## src/rtl/ascon_pack.sv

```systemverilog
// rtl/ascon_pack.sv - shared types and constants for the Ascon permutation control path
package ascon_pack;

    localparam int NB_ROUNDS_MAX = 12;
    localparam int ROUND_W       = 4;

    // Every run ends on this constant index, whatever its length.
    localparam logic [ROUND_W-1:0] LAST_ROUND = ROUND_W'(NB_ROUNDS_MAX - 1);

    typedef enum logic [1:0] {
        SEQ_IDLE,
        SEQ_RUN,
        SEQ_DONE
    } type_seq_state;

    // A run of n rounds uses the last n round constants.
    function automatic logic [ROUND_W-1:0] first_round(input int n);
        return ROUND_W'(NB_ROUNDS_MAX - n);
    endfunction

endpackage

```

## src/rtl/perm_round_counter.sv

```systemverilog
// rtl/perm_round_counter.sv - loadable round-constant index counter that saturates at the last round
//   clock      in   rising-edge clock
//   reset      in   synchronous active-high reset, clears count
//   load       in   capture load_value (priority over enable)
//   load_value in   first round index of the run
//   enable     in   advance by one; holds once the last round is reached
//   count      out  current round index
//   last       out  count is the final round index
module perm_round_counter
    import ascon_pack::*;
(
    input  logic               clock,
    input  logic               reset,
    input  logic               load,
    input  logic [ROUND_W-1:0] load_value,
    input  logic               enable,
    output logic [ROUND_W-1:0] count,
    output logic               last
);

    assign last = (count == LAST_ROUND);

    always_ff @(posedge clock) begin
        if (reset) begin
            count <= '0;
        end else if (load) begin
            count <= load_value;
        end else if (enable && !last) begin
            count <= count + 1'b1;
        end
    end

endmodule

```

## src/rtl/permutation_sequencer.sv

```systemverilog
// rtl/permutation_sequencer.sv - round sequencer for the iterative Ascon permutation (p^a / p^b)
//   clock_i         in   rising-edge clock
//   reset_i         in   synchronous active-high reset
//   start_i         in   run request, taken while ready_o=1
//   pb_sel_i        in   0: p^a (ROUNDS_A), 1: p^b (ROUNDS_B), taken with start_i
//   abort_i         in   cancel the run in progress (only with PERM_SEQ_ABORT_EN)
//   ready_o         out  idle or done, start_i accepted this cycle
//   busy_o          out  rounds in progress
//   done_o          out  one-cycle pulse, state register holds the result
//   round_o         out  round-constant index
//   input_select_o  out  1: datapath loads external state, 0: feedback
//   ena_reg_state_o out  state register write enable
// Optional feature macro: PERM_SEQ_ABORT_EN
module permutation_sequencer
    import ascon_pack::*;
#(
    parameter int ROUNDS_A = 12,
    parameter int ROUNDS_B = 6
) (
    input  logic               clock_i,
    input  logic               reset_i,
    input  logic               start_i,
    input  logic               pb_sel_i,
`ifdef PERM_SEQ_ABORT_EN
    input  logic               abort_i,
`endif
    output logic               ready_o,
    output logic               busy_o,
    output logic               done_o,
    output logic [ROUND_W-1:0] round_o,
    output logic               input_select_o,
    output logic               ena_reg_state_o
);

    if (!(ROUNDS_B >= 1 && ROUNDS_B <= ROUNDS_A && ROUNDS_A <= NB_ROUNDS_MAX)) begin : g_bad_rounds
        $error("permutation_sequencer: need 1 <= ROUNDS_B <= ROUNDS_A <= 12");
    end

    localparam logic [ROUND_W-1:0] FIRST_A = first_round(ROUNDS_A);
    localparam logic [ROUND_W-1:0] FIRST_B = first_round(ROUNDS_B);

    type_seq_state state;
    logic          first_cycle;
    logic          accept;
    logic          abort;
    logic          last;
    logic          cnt_enable;

`ifdef PERM_SEQ_ABORT_EN
    assign abort = abort_i;
`else
    assign abort = 1'b0;
`endif

    assign accept     = (state != SEQ_RUN) && start_i;
    // Freeze the index on abort so round_o keeps showing where the run stopped.
    assign cnt_enable = (state == SEQ_RUN) && !abort;

    perm_round_counter u_round_counter (
        .clock      (clock_i),
        .reset      (reset_i),
        .load       (accept),
        .load_value (pb_sel_i ? FIRST_B : FIRST_A),
        .enable     (cnt_enable),
        .count      (round_o),
        .last       (last)
    );

    always_ff @(posedge clock_i) begin
        if (reset_i) begin
            state       <= SEQ_IDLE;
            first_cycle <= 1'b0;
        end else begin
            case (state)
                SEQ_IDLE: begin
                    if (start_i) begin
                        state       <= SEQ_RUN;
                        first_cycle <= 1'b1;
                    end
                end
                SEQ_RUN: begin
                    first_cycle <= 1'b0;
                    if (abort) begin
                        state <= SEQ_IDLE;
                    end else if (last) begin
                        state <= SEQ_DONE;
                    end
                end
                SEQ_DONE: begin
                    if (start_i) begin
                        state       <= SEQ_RUN;
                        first_cycle <= 1'b1;
                    end else begin
                        state <= SEQ_IDLE;
                    end
                end
                default: begin
                    state       <= SEQ_IDLE;
                    first_cycle <= 1'b0;
                end
            endcase
        end
    end

    assign ready_o         = (state == SEQ_IDLE) || (state == SEQ_DONE);
    assign busy_o          = (state == SEQ_RUN);
    assign done_o          = (state == SEQ_DONE);
    assign ena_reg_state_o = (state == SEQ_RUN);
    // Outside RUN the mux rests on the external state, ready for the next load.
    assign input_select_o  = (state != SEQ_RUN) || first_cycle;

endmodule
```

## config.mk

```make
export PLATFORM = sky130hd
export DESIGN_NAME = permutation_sequencer
export DESIGN_NICKNAME = d
export VERILOG_FILES = /design/src/rtl/ascon_pack.sv /design/src/rtl/perm_round_counter.sv /design/src/rtl/permutation_sequencer.sv
export SDC_FILE = /design/constraint.sdc
export NUM_CORES = 1
export LEC_CHECK = 0
export BUFFER_PORTS_ARGS = -buffer_cell sky130_fd_sc_hd__buf_2
export CORE_AREA = 3 3 40 42
export CTS_BUF_LIST = sky130_fd_sc_hd__clkbuf_4 sky130_fd_sc_hd__clkbuf_8
export CTS_CLUSTER_SIZE = 12
export DETAILED_ROUTE_END_ITERATION = 12
export DIE_AREA = 0 0 43 45
export HOLD_SLACK_MARGIN = 0.03
export PLACE_DENSITY = 0.61
export SYNTH_ARGS = -nofsm -noshare
export SYNTH_HDL_FRONTEND = slang
export SYNTH_SLANG_ARGS = --single-unit
```

## constraint.sdc

```tcl
create_clock -name clock_i -period 1.26 [get_ports clock_i]
set_clock_uncertainty 0.1 [all_clocks]
set_input_delay 0.126 -clock clock_i [delete_from_list [all_inputs] [get_ports clock_i]]
set_output_delay 0.126 -clock clock_i [all_outputs]
set_load 0.05 [all_outputs]
```

==> results_dict.tcl <==
set metrics [dict create \
    status "finished, final reports clean" \
    slew_headroom_pct 83.4 \
    yosys-mux-area-fraction_pct 2.89 \
    syn_to_final_growth_pct 57.8 \
    leakage_nw 0.231 \
    route.detailed.wl_per_inst_um 11.0 \
    worst_pin_slew_ps 251 \
    drv_slew 0 \
    ys_ff_latch 7 \
    synth_cell_types 20 \
    end_kind "primary output" \
    setup_tns_ps 0 \
    grt_max_degree 7 \
    dr.pass1.iters 2 \
    synth_area_per_cell_um2 9.37 \
    clkTransAtPathRegs_ps 50 \
    synth_top_cell_area_share_pct 40.4 \
    max_freq_ghz 0.815 \
    grt_setup_unrepaired "true" \
    setup_slack_ps 32.5 \
    clk_latency_ps 250 \
    wl_um 778 \
    initial_core_util_pct 27.0 \
    cpPeakStageDelay_ps 310 \
    n_antenna_cell 0 \
    nets 62 \
    clockBufferDepth 2 \
    slowest_stage "dfxtp_1" \
    drive_gt1_share_pct 58.9 \
    synthSimpleGateAreaFrac_pct 29.6 \
    peakVddDrop_mv 0.512 \
    cts_tree "yes" \
    vias 318 \
    hold_class "input port to flip-flop" \
    powerDensity_mw_per_mm2 1220 \
    ys_seq_area_share_pct 40.4 \
    place_ws_ps 42.0 \
    min_from "pb_sel_i" \
    cts-root-buf "clkbuf_4" \
    dpl.hpwl_um 547 \
    port_buffers 12 \
    startpoint_type "flip-flop" \
    gr-total-overflow 0 \
    hold_viol_final 0 \
    crit_required_ps 1030 \
    antenna_found_initial 0 \
    syn-cell-area_um2 347 \
    yosysWarnings 0 \
    grt_pass1_vias 289 \
    synth_xor_area_share_pct 0 \
    drt_iter0_drc 5 \
    die-area_mm2 0.00194 \
    die_x_um 43 \
    worstPathMaxFanout 6 \
    gp_congestion 0.721 \
    fillers 120 \
    r2r-start "u_round_counter.count[1]" \
    rows 13 \
    htree_levels 1 \
    synth_top_family_by_area "simple AND/OR/NAND/NOR gates" \
    cts_made_buffers 3 \
    startpoint "state[1]" \
    yosys.area.top_type "dfxtp_1" \
    critical_path_class "flip-flop to primary output" \
    path_cells "nand2b_4, inv_8, nand2b_4, buf_8" \
    finalCritPeriodShare_pct 97.4 \
    min_period_ps 1230 \
    synth_area_leaders "dfxtp_1, nand2b_4, a21oi_1" \
    grt_pass1_wl_mm 1.26 \
    crit_arrival_ps 1000 \
    synth_compound_area_share_pct 16.6 \
    die_h_um 45 \
    fin_hold_ws_ps 66.6 \
    drc 0 \
    crit_path_frequent_cell "nand2b_4" \
    syn-num-nets 42 \
    postRouteAntennaNets 0 \
    core_mm2 0.00128 \
    io_pins 13 \
    syn_inst 37 \
    synthAdderAreaFrac_pct 3.61 \
    setup_viol 0 \
    cts.sinks 7 \
    viasPerCell 4.48 \
    cap_violations 0 \
    grt_usage_pct 9.67 \
]
[where the power goes]
part           internal (W)  switching, W  total, W
Clock              0.000142     0.0000806  0.000223
Sequential         0.000237     0.0000159  0.000253
Combinational     0.0000694      0.000121  0.000190
Total              0.000448      0.000217  0.000665
[synth_stat cells, drive strengths merged]
master and count:
dfxtp 7, a21oi 6, nand2b 4, nand2 3, inv 2, nand3 2
nor3 2, and2b 1, buf 1, clkinv 1, ha 1, mux2i 1
nand4 1, nor2 1, nor4 1, o21ai 1, o21bai 1, or2 1
[per-layer routing]
metal  part of all wire, %  up-vias  wire length [um]  global-route usage, %
met5                     0        -                 0                      0
met1                    45      137               352                   9.90
met2                    45       13               353                   14.4
met3                   8.4        2                65                   7.17
li1                      -      166                 -                      -
met4                  0.90        0                 7                   5.42
[area by class of cell]
type                       count  area [um^2]  share of cell area (%)
clock buffer                   4         30.0                    5.49
inverter                       3         18.8                    3.43
multi-input combinational     26          209                    38.2
sequential                     7          154                    28.1
tap                           15         18.8                    3.43
timing repair buffer          16          116                    21.3
[final timing paths]
kind / cells past startpoint / slack [ps] / to
setup reg to reg: 5 / 40 / u_round_counter.count[1]
hold reg to reg: 1 / 360 / first_cycle
setup / recovery: 4 / 30 / input_select_o
hold / removal: 3 / 70 / u_round_counter.count[1]
[placed cells by master, fill, tap and decap left out, types with 2 or more instances in the layout]
master	count
a21oi_1	5
buf_2	8
buf_4	4
clkbuf_4	4
dfxtp_1	2
dfxtp_2	2
dfxtp_4	3
dlygate4sd3_1	2
inv_1	2
nand2_1	2
nand2b_4	3
nand3_1	2
nor3_1	2
[flip-flops by register name (all words and copies together) (netlist names)]
register,cells
u_round_counter.count,4
state,2
first_cycle,1
[stage by stage]
| stage | utilization (%) | instance area [um^2] | power, W | std cells |
|---|---|---|---|---|
| after global placement | 34.9 | 448 | 0.000417 | 64 |
| after detailed placement | 34.9 | 448 | 0.000419 | 64 |
| final | 42.6 | 547 | 0.000665 | 71 |
| after CTS | 40.1 | 515 | 0.000666 | 71 |
| after global routing | 42.6 | 547 | 0.000710 | 71 |
| after floorplan | - | 369 | 0.000381 | 37 |
[what timing repair did]
item | CTS | global route
hold buffers | 2 | 0
endpoints found under the hold margin | 4 | 0
endpoints found under the setup margin | 4 | 6
buffers inserted | 1 | 0
gates resized for setup | 4 | 11
[critical path: cells and delay by family (launching register included)]
kind / cells / cell delay [ps]
flops: 1 / 310
buf+inv: 2 / 220
simple gates: 2 / 210
[cells by family (layout without fill, tap and decap cells)]
logic type                 count (synthesis)  count (layout)
and+or+nand+nor                           16              16
AOI/OAI and AO/OA                          8               8
DFF                                        7               7
buffers and inverters                      4              23
adders and majority gates                  1               1
muxes                                      1               1
(Power assumes the default switching activity.)
